$ cat config.mk
export PLATFORM = sky130hd
export DESIGN_NAME = pong_ball_engine
export DESIGN_NICKNAME = d
export VERILOG_FILES = /design/src/rtl/pong_ball_engine.sv
export SDC_FILE = /design/constraint.sdc
export NUM_CORES = 1
export LEC_CHECK = 0
export ABC_CLOCK_PERIOD_IN_PS = 10900
export BUFFER_PORTS_ARGS = -buffer_cell sky130_fd_sc_hd__buf_2
export CAP_MARGIN = 20
export CORE_ASPECT_RATIO = 0.5
export CORE_MARGIN = 3
export CORE_UTILIZATION = 30
export CTS_CLUSTER_SIZE = 12
export DETAILED_ROUTE_END_ITERATION = 7
export PLACE_DENSITY = 0.56
export SKIP_LAST_GASP = 1
export SYNTH_ARGS = -nofsm -noshare
export SYNTH_HDL_FRONTEND = slang
export SYNTH_SLANG_ARGS = --single-unit
$ cat constraint.sdc
create_clock -name clk -period 10.9 [get_ports clk]
set_input_delay 1.09 -clock clk [delete_from_list [all_inputs] [get_ports clk]]
set_output_delay 1.09 -clock clk [all_outputs]
set_load 0.1 [all_outputs]
$ cat src/rtl/pong_ball_engine.sv
// Ball physics and scoring engine for pong: one MOVE/CHECK step per accepted frame tick,
// with wall bounce, paddle hits with speed-up and hit-zone deflection, goals, re-serve and game-over.
module pong_ball_engine #(
  parameter int SCREEN_W    = 640,
  parameter int SCREEN_H    = 480,
  parameter int BALL_SIZE   = 10,
  parameter int PADDLE_W    = 10,
  parameter int PADDLE_H    = 50,
  parameter int P1_X        = 40,
  parameter int P2_X        = 600,
  parameter int SPD_W       = 4,
  parameter int INIT_SPEED  = 2,
  parameter int MAX_SPEED   = 8,
  parameter int SCORE_W     = 4,
  parameter int WIN_SCORE   = 9,
  parameter int PAUSE_TICKS = 60
) (
  input  logic               clk,
  input  logic               reset,
  input  logic               tick,
  input  logic               serve,
  input  logic [9:0]         p1_y,
  input  logic [9:0]         p2_y,
  output logic [10:0]        ball_x,
  output logic [9:0]         ball_y,
  output logic [SCORE_W-1:0] p1_score,
  output logic [SCORE_W-1:0] p2_score,
  output logic               goal,
  output logic               game_over,
  output logic               step_done,
  output logic [2:0]         state_o
);

  localparam logic [2:0] S_IDLE  = 3'd0;
  localparam logic [2:0] S_WAIT  = 3'd1;
  localparam logic [2:0] S_MOVE  = 3'd2;
  localparam logic [2:0] S_CHECK = 3'd3;
  localparam logic [2:0] S_PAUSE = 3'd4;
  localparam logic [2:0] S_OVER  = 3'd5;

  localparam logic [10:0] CENTER_X = 11'((SCREEN_W - BALL_SIZE) / 2);
  localparam logic [9:0]  CENTER_Y = 10'((SCREEN_H - BALL_SIZE) / 2);
  localparam logic [11:0] X_MAX    = 12'(SCREEN_W - BALL_SIZE);
  localparam logic [11:0] Y_MAX    = 12'(SCREEN_H - BALL_SIZE);
  localparam logic [11:0] BS       = 12'(BALL_SIZE);
  localparam logic [11:0] HALF     = 12'(BALL_SIZE / 2);
  localparam logic [11:0] PH       = 12'(PADDLE_H);
  localparam logic [11:0] L_X      = 12'(P1_X);
  localparam logic [11:0] L_EDGE   = 12'(P1_X + PADDLE_W);
  localparam logic [11:0] R_X      = 12'(P2_X);
  localparam logic [11:0] R_EDGE   = 12'(P2_X + PADDLE_W);
  localparam logic [11:0] ZONE_LO  = 12'(PADDLE_H / 3);
  localparam logic [11:0] ZONE_HI  = 12'(2 * PADDLE_H / 3);
  localparam logic [10:0] L_STOP   = 11'(P1_X + PADDLE_W);
  localparam logic [10:0] R_STOP   = 11'(P2_X - BALL_SIZE);

  localparam logic [SPD_W-1:0]   SPD_INIT  = SPD_W'(INIT_SPEED);
  localparam logic [SPD_W-1:0]   SPD_MAX   = SPD_W'(MAX_SPEED);
  localparam logic [SCORE_W-1:0] SCORE_WIN = SCORE_W'(WIN_SCORE);
  localparam int unsigned        PC_W      = $clog2(PAUSE_TICKS + 1);
  localparam logic [PC_W-1:0]    PC_LAST   = PC_W'(PAUSE_TICKS - 1);

  logic [2:0]         state;
  logic [11:0]        nx, ny;
  logic [SPD_W-1:0]   spd_x, spd_y;
  logic               dir_x, dir_y;
  logic [PC_W-1:0]    pcnt;

  logic [11:0]        x_ext, y_ext, sx_ext, sy_ext;
  logic [11:0]        cy, p1_ext, p2_ext, hit_py, rel;
  logic [10:0]        cx;
  logic               c_dx, c_dy, hit_l, hit_r, goal_l, goal_r, win;
  logic [SPD_W-1:0]   c_spd;
  logic [SCORE_W-1:0] p1_inc, p2_inc;

  assign x_ext     = {1'b0, ball_x};
  assign y_ext     = {2'b0, ball_y};
  assign sx_ext    = 12'(spd_x);
  assign sy_ext    = 12'(spd_y);
  assign p1_ext    = {2'b0, p1_y};
  assign p2_ext    = {2'b0, p2_y};
  assign p1_inc    = p1_score + SCORE_W'(1);
  assign p2_inc    = p2_score + SCORE_W'(1);
  assign game_over = (state == S_OVER);
  assign state_o   = state;

  // Collision resolution for the pending step: walls, then paddles, then goals.
  always_comb begin
    cy    = ny;
    c_dy  = dir_y;
    cx    = nx[10:0];
    c_dx  = dir_x;
    c_spd = spd_x;
    if (ny == '0) begin
      c_dy = 1'b1;
    end else if (ny >= Y_MAX) begin
      cy   = Y_MAX;
      c_dy = 1'b0;
    end
    hit_l = !dir_x && (nx <= L_EDGE) && (nx + BS > L_X) &&
            (cy + BS > p1_ext) && (cy < p1_ext + PH);
    hit_r = dir_x && (nx + BS >= R_X) && (nx < R_EDGE) &&
            (cy + BS > p2_ext) && (cy < p2_ext + PH);
    hit_py = hit_l ? p1_ext : p2_ext;
    rel    = (cy + HALF < hit_py) ? '0 : cy + HALF - hit_py;
    if (hit_l || hit_r) begin
      cx    = hit_l ? L_STOP : R_STOP;
      c_dx  = hit_l;
      c_spd = (spd_x >= SPD_MAX) ? SPD_MAX : spd_x + SPD_W'(1);
      if (rel < ZONE_LO)
        c_dy = 1'b0;
      else if (rel >= ZONE_HI)
        c_dy = 1'b1;
    end
    goal_l = !(hit_l || hit_r) && (nx == '0);
    goal_r = !(hit_l || hit_r) && !goal_l && (nx >= X_MAX);
    win    = goal_r ? (p1_inc == SCORE_WIN) : (p2_inc == SCORE_WIN);
  end

  always_ff @(posedge clk or negedge reset) begin
    if (!reset) begin
      state     <= S_IDLE;
      ball_x    <= CENTER_X;
      ball_y    <= CENTER_Y;
      nx        <= '0;
      ny        <= '0;
      spd_x     <= SPD_INIT;
      spd_y     <= SPD_INIT;
      dir_x     <= 1'b1;
      dir_y     <= 1'b0;
      pcnt      <= '0;
      p1_score  <= '0;
      p2_score  <= '0;
      goal      <= 1'b0;
      step_done <= 1'b0;
    end else begin
      goal      <= 1'b0;
      step_done <= 1'b0;
      case (state)
        S_IDLE: if (serve) state <= S_WAIT;
        S_WAIT: if (tick) state <= S_MOVE;
        S_MOVE: begin
          nx    <= dir_x ? x_ext + sx_ext : ((x_ext >= sx_ext) ? x_ext - sx_ext : '0);
          ny    <= dir_y ? y_ext + sy_ext : ((y_ext >= sy_ext) ? y_ext - sy_ext : '0);
          state <= S_CHECK;
        end
        S_CHECK: begin
          step_done <= 1'b1;
          if (goal_l || goal_r) begin
            goal   <= 1'b1;
            pcnt   <= '0;
            ball_x <= CENTER_X;
            ball_y <= CENTER_Y;
            spd_x  <= SPD_INIT;
            spd_y  <= SPD_INIT;
            dir_x  <= goal_r;
            dir_y  <= 1'b0;
            if (goal_r)
              p1_score <= p1_inc;
            else
              p2_score <= p2_inc;
            state <= win ? S_OVER : S_PAUSE;
          end else begin
            ball_x <= cx;
            ball_y <= cy[9:0];
            dir_x  <= c_dx;
            dir_y  <= c_dy;
            spd_x  <= c_spd;
            state  <= S_WAIT;
          end
        end
        S_PAUSE: if (tick) begin
          pcnt <= pcnt + PC_W'(1);
          if (pcnt == PC_LAST) begin
            dir_y <= 1'b0;
            state <= S_WAIT;
          end
        end
        S_OVER: if (serve) begin
          p1_score <= '0;
          p2_score <= '0;
          state    <= S_IDLE;
        end
        default: state <= S_IDLE;
      endcase
    end
  end

endmodule
==> qor.csv, run 1 <==
metric,value,unit
outcome,"finished, final reports clean",
cts_setup_buffers,0,
num_rows,37,
worstSetupStartpointType,register,
postCtsHoldBufs,0,
io_pins,59,
fmax,0.152,GHz
power.density,327,mW/mm^2
worstPathMaxFanout,24,
relSlewSlack,40.3,%
hold_viol_final,0,
vias_per_cell,5.37,
syn_area,0.00660,sq mm
fin_tns_setup,0,ns
hold_class,reg -> reg,
io_buffer_count,58,
syn_inst,823,
avgSynthCellArea,8.02,sq um
irDropWorstVdd,0.0971,mV
wirelength,20.3,mm
drtAntennaViolNets,0,
holdPathStages,2,
drt_iter0_drc,599,
initial_core_util,31.3,%
rr_worst_depth,22,
worstSkewPairLatency,0.33,ns
routedWlPerCell,17.5,microns
reg2reg_slack,4.33,ns
area_growth,12.6,%
cts-resized-gates,0,
rsz0062_at_grt,no,
rr_endpoint,dir_y$_DFFE_PN0P_,
min_from,ny[11]$_DFFE_PN0P_,
place_inst,1140,
clock-sinks,70,
skew,0.00917,ns
die_h,111,microns
cts-htree-levels,3,
drive_above_1_share,13.7,%
clk_pin_slew,0.06,ns
grt_pass1_wl,32.8,mm
async_reset_ff_share,100,%
crit_path_end_kind,register,
overflow,0,
grt_usage,16.8,%
crit_type,reg -> reg,
final_max_slew_viol_count,0,
crit_arrival,6.76,ns
die_x,216,microns
coreArea,0.0211,sq mm
n_antenna_cell,0,
dieArea,0.0239,sq mm
first_global_vias,5924,
antenna_found_initial,0,
whs_endpoint,ny[11]$_DFFE_PN0P_,
clock_path_buffers,2,
synthFlopType,dfrtp_1,
yosysSeqAreaShare,26.8,%
drv_cap,0,
synth_edf_count,0,
p_leak,3.25,nW
cts_tree,done,
cp_data_required_time,11.09,ns
fin_cells,1156,
synth_cell_types,77,
dr.pass1.iters,5,
setup-violations-final,0,
yosysWarnings,0,
synth_seq_cells,70,
worst_pin_slew,0.896,ns
hpwl,15.7,mm
grt_max_degree,71,
numCtsBuffers,9,
root_buffer,clkbuf_16,
vias,6213,
fin_crit_sh,60.3,%
min_period,6.57,ns
place_congestion,0.898,
reg2reg_from,ny[2]$_DFFE_PN0P_,
nets,952,
drcViolationCount,0,
## layer usage
metal | wire length [microns] | global-route usage, % | vias to the layer above
li1 | - | - | 3046
met1 | 10000 | 24.6 | 2976
met2 | 8890 | 25.9 | 169
met3 | 1090 | 3.09 | 22
met4 | 282 | 3.30 | 0
met5 | 0 | 0 | -
## cell families (layout without fill, tap and decap cells)
group,count (synthesis),in the layout,share of synthesized area (%)
AND/OR/NAND/NOR,315,315,24.0
adder cells (fa/ha/maj),70,70,13.6
multiplexers,9,9,1.46
AO/OA/AOI/OAI,210,210,21.6
XOR/XNOR,53,53,7.04
flip-flops,70,70,26.8
buffers and inverters,95,130,5.52
other,1,7,0.0568
## how the worst max path moves through the flow
stage,endpoint,cells after the start,startpoint,slack [ns]
final,dir_y$_DFFE_PN0P_,22,ny[2]$_DFFE_PN0P_,4.33
after global routing,dir_y$_DFFE_PN0P_,22,ny[2]$_DFFE_PN0P_,3.76
after CTS,dir_y$_DFFE_PN0P_,22,ny[2]$_DFFE_PN0P_,4.37
after detailed placement,dir_y$_DFFE_PN0P_,22,ny[2]$_DFFE_PN0P_,4.40
after global placement,dir_y$_DFFE_PN0P_,22,ny[10]$_DFFE_PN0P_,4.61
after floorplan,dir_y$_DFFE_PN0P_,23,ny[10]$_DFFE_PN0P_,5.38
## synth_stat cells (10+ instances only)
cell | instances | area, sq um
nand2_1 | 82 | 308
nor2_1 | 69 | 259
ha_1 | 66 | 826
dfrtp_1 | 56 | 1400
inv_1 | 49 | 184
o21ai_0 | 48 | 240
a21oi_1 | 44 | 220
nand3_1 | 38 | 190
clkbuf_1 | 36 | 135
xnor2_1 | 35 | 307
nor3_1 | 21 | 105
xor2_1 | 18 | 158
a31oi_1 | 16 | 100
nand4_1 | 15 | 93.8
dfstp_2 | 14 | 368
nor4_1 | 14 | 87.6
or3_1 | 11 | 68.8
a21o_1 | 10 | 75.1
nand2b_1 | 10 | 62.6
or2_2 | 10 | 62.6
## where the power goes
part	switching (mW)	internal, mW	total, mW
Clock	0.108	0.177	0.285
Sequential	0.216	0.373	0.588
Combinational	1.05	0.507	1.56
Total	1.37	1.06	2.43
## state kept, by name, indices dropped and copies added, names as in the netlist, 3 cells and up
register  flops
state_o       3
ball_y       10
ball_x       11
ny           12
p1_score      4
spd_x         4
nx           12
p2_score      4
pcnt          6
## cell usage in the layout (no fill, tap or decap), types with 8 or more instances in the layout
cell type	Yosys	routed
dfrtp_1	56	56
nor4_1	14	14
or3_1	11	11
buf_2	5	58
a31oi_1	16	16
xor2_1	18	18
nor3_1	21	21
nand3_1	38	38
nor2_1	69	69
a21o_1	10	10
ha_1	66	66
nor2b_1	8	8
nand2_1	82	82
nand4_1	15	15
nand2b_1	10	10
clkbuf_16	0	9
a221oi_1	8	8
xnor2_1	35	35
or2_2	10	10
dfstp_2	14	14
inv_1	49	49
a21oi_1	44	44
o21ai_0	48	48
## area by class of cell
class                   count  area (sq um)
fillers                  2177         13600
multi-input cells         664          4490
flip-flops and latches     70          1770
well taps                 292           365
repair buffers             64           335
clock buffers              12           236
inverters                  50           188
clock inverters             4          48.8
## per-stage QoR
stage               cell area [sq um]  setup WS (ns)  power [mW]  hold slack [ns]  utilization [%]
floorplan                        6620           5.38        1.77            0.488                -
global placement                 7140           4.61        2.11            0.510             33.9
detailed placement               7140           4.40        2.13            0.520             33.9
CTS                              7430           4.37        2.43            0.532             35.3
global route                     7430           3.76        2.64            0.563             35.3
finish                           7430           4.33        2.43            0.532             35.3
## worst max-delay path, cell delays in order (launching register included)
cell	delay, ns
dfrtp_1	0.50
a21oi_1	0.20
nor3b_1	0.61
nor2_1	0.26
and2_0	0.34
o21ai_0	0.28
xnor2_1	0.18
ha_1	0.29
a211o_1	0.27
o211ai_1	0.09
a21oi_1	0.09
a211oi_1	0.30
or4_1	0.72
mux2_2	0.44
inv_1	0.06
ha_1	0.21
nor2b_1	0.14
o21a_1	0.17
or3_1	0.30
a2111oi_0	0.40
o2111ai_1	0.13
o311ai_0	0.34
o211ai_1	0.12
(Power assumes the default switching activity.)
==> run 2, diff against run 1 <==
--- a/config.mk
+++ b/config.mk
@@ -5,7 +5,7 @@
 export SDC_FILE = /design/constraint.sdc
 export NUM_CORES = 1
 export LEC_CHECK = 0
-export ABC_CLOCK_PERIOD_IN_PS = 10900
+export ABC_CLOCK_PERIOD_IN_PS = 6000
 export BUFFER_PORTS_ARGS = -buffer_cell sky130_fd_sc_hd__buf_2
 export CAP_MARGIN = 20
 export CORE_ASPECT_RATIO = 0.5
@@ -13,7 +13,7 @@
 export CORE_UTILIZATION = 30
 export CTS_CLUSTER_SIZE = 12
 export DETAILED_ROUTE_END_ITERATION = 7
-export PLACE_DENSITY = 0.56
+export PLACE_DENSITY = 0.58
 export SKIP_LAST_GASP = 1
 export SYNTH_ARGS = -nofsm -noshare
 export SYNTH_HDL_FRONTEND = slang
==> constraint.sdc (replaced) <==
create_clock -name clk -period 6 [get_ports clk]
set_input_delay 0.6 -clock clk [delete_from_list [all_inputs] [get_ports clk]]
set_output_delay 0.6 -clock clk [all_outputs]
set_load 0.1 [all_outputs]
==> qor.csv, run 2 (same netlist as run 1, synthesis figures left out) <==
metric,value,unit,change
largestRegisters,"nx (12), ny (12), ball_x (11)",,
nets,962,,+1.1%
relSlewSlack,40.2,%,about the same
power.density,602,mW/mm^2,+84%
numCtsBuffers,9,,unchanged
io_buffer_count,58,,unchanged
drive_above_1_share,16.6,%,+2.9 points
final_cell_mix,"nand2_1 (82), nor2_1 (68), ha_1 (65)",,
hpwl,15.9,mm,+1.1%
final_area,0.00763,sq mm,+2.7%
cts-htree-levels,3,,unchanged
io_pins,59,,unchanged
coreArea,0.0211,sq mm,unchanged
antenna_found_initial,0,,unchanged
cp_data_required_time,6.19,ns,-4.90 ns
drt_iter0_drc,552,,-7.8%
grt_usage,16.9,%,+0.069 points
crit_type,reg -> reg,,
crit_path_end_kind,register,,
routedWlPerCell,17.7,microns,+1.1%
holdWs,0.391,ns,-0.141 ns
overflow,0,,unchanged
root_buffer,clkbuf_16,,
placed_cell_area,0.00722,sq mm,+1.1%
fmax,0.174,GHz,+14%
drcViolationCount,0,,unchanged
place_congestion,0.905,,+0.82%
p_leak,3.33,nW,+2.3%
reg2reg_slack,0.24,ns,-4.09 ns
grt_max_degree,71,,unchanged
dr.pass1.iters,6,,+1
clk_pin_slew,0.06,ns,about the same
nFillCells,2201,,+1.1%
n_antenna_cell,0,,unchanged
postCtsHoldBufs,0,,unchanged
layout_commonest_cell,nand2_1,,
clock_path_buffers,2,,unchanged
die_x,216,microns,unchanged
worstPathMaxFanout,7,,-71%
num_rows,37,,unchanged
outcome,"finished, final reports clean",,
setup_slack,0.241,ns,-4.09 ns
cp-startpoint,ny[10]$_DFFE_PN0P_,,
cts_tree,done,,
dieArea,0.0239,sq mm,unchanged
setup-violations-final,0,,unchanged
worst_pin_slew,0.893,ns,-0.00283 ns
worstSetupStartpointType,register,,
clock-sinks,70,,unchanged
skew,0.00963,ns,+0.000461 ns
first_global_vias,5999,,+1.3%
vias_per_cell,5.45,,+1.5%
die_h,111,microns,unchanged
initial_core_util,31.3,%,unchanged
fin_crit_sh,96.0,%,+36 points
worstSkewPairLatency,0.33,ns,about the same
grt_pass1_wl,32.8,mm,+0.21%
post-place-ws,-0.0520,ns,-4.45 ns
min_period,5.76,ns,-0.814 ns
wirelength,20.7,mm,+2.0%
drv_cap,0,,unchanged
vias,6360,,+2.4%
rr_endpoint,dir_y$_DFFE_PN0P_,,
rr_worst_depth,23,,+4.5%
crit_arrival,5.95,ns,-0.81 ns
final_max_slew_viol_count,0,,unchanged
hold_viol_final,0,,unchanged
place_inst,1150,,+0.88%
finalPower,4.59,mW,+89%
hold_class,in -> async,,
area_growth,15.7,%,
fin_cells,1166,,+0.87%
drtAntennaViolNets,0,,unchanged
reg2reg_from,ny[10]$_DFFE_PN0P_,,
irDropWorstVdd,0.209,mV,+110%
-- run 2: cell count changes in the layout (fill, tap and decap cells not counted), moves of 2 or more --
cell | before | now
buf_4 | 6 | 17
clkbuf_8 | 0 | 3
or3_1 | 11 | 8
or3_4 | 0 | 3
clkbuf_1 | 3 | 1
o21ai_0 | 48 | 46
xnor2_1 | 35 | 33
xnor2_2 | 0 | 2
-- run 2: final cells by class --
class / count / area, sq um / area share [%]
inverters: 50 / 188 / 2.46
repair buffers: 74 / 413 / 5.41
clock inverters: 3 / 17.5 / 0.230
clock buffers: 13 / 270 / 3.54
flip-flops and latches: 70 / 1770 / 23.2
well taps: 292 / 365 / 4.79
multi-input cells: 664 / 4610 / 60.4
-- run 2: timing repair --
action,CTS,global route
hold endpoints to repair,0,0
gates resized for setup,3,22
pin swaps,0,4
setup buffers,0,0
endpoints found under the setup margin,1,1
-- run 2: metrics by stage --
stage	utilization (%)	setup TNS, ns
3_5_place_dp	34.3	-0.0520
3_3_place_gp	34.3	0
4_1_cts	35.7	0
5_1_grt	36.2	-0.0702
6_report	36.2	0
2_1_floorplan	-	0
-- run 2: routing by layer --
metal | vias to the layer above | GRT usage [%] | routed length [microns]
met3 | 22 | 2.98 | 1120
met1 | 3085 | 24.5 | 10200
met2 | 175 | 26.0 | 9130
met5 | - | 0 | 0
li1 | 3078 | - | -
met4 | 0 | 4.05 | 268
-- run 2: worst max-delay path, cell delays in order, from the launching register on --
cell and delay (ns):
dfrtp_1 0.40, or3_4 0.41, a41o_4 0.29, or3_4 0.39, ha_4 0.19, o21ai_4 0.16
xnor2_2 0.15, ha_1 0.27, nand4_1 0.12, nor4_1 0.06, nor4b_1 0.27, o21ai_1 0.15
nor4_2 0.24, mux2_2 0.39, ha_1 0.23, fa_1 0.41, nor2b_1 0.18, o22ai_1 0.13
xnor2_1 0.19, a2111oi_4 0.30, o2111ai_1 0.13, o311ai_1 0.30, buf_4 0.17, o211ai_1 0.07
-- run 2: worst max-delay path by stage --
| stage | to | slack, ns | cells after the start |
|---|---|---|---|
| after floorplan | dir_y$_DFFE_PN0P_ | 0.48 | 23 |
| after global placement | dir_y$_DFFE_PN0P_ | 0.11 | 23 |
| after detailed placement | dir_y$_DFFE_PN0P_ | -0.05 | 23 |
| after CTS | dir_y$_DFFE_PN0P_ | 0.05 | 23 |
| after global routing | dir_y$_DFFE_PN0P_ | -0.07 | 23 |
| final | dir_y$_DFFE_PN0P_ | 0.24 | 23 |
-- run 2: report_power, final --
part | leakage (nW) | internal [mW] | switching (mW) | total (mW)
combinational | 2.31 | 1.02 | 2.02 | 3.04
clock | 0.142 | 0.312 | 0.195 | 0.507
sequential | 0.871 | 0.677 | 0.374 | 1.05
total | 3.33 | 2.01 | 2.59 | 4.59
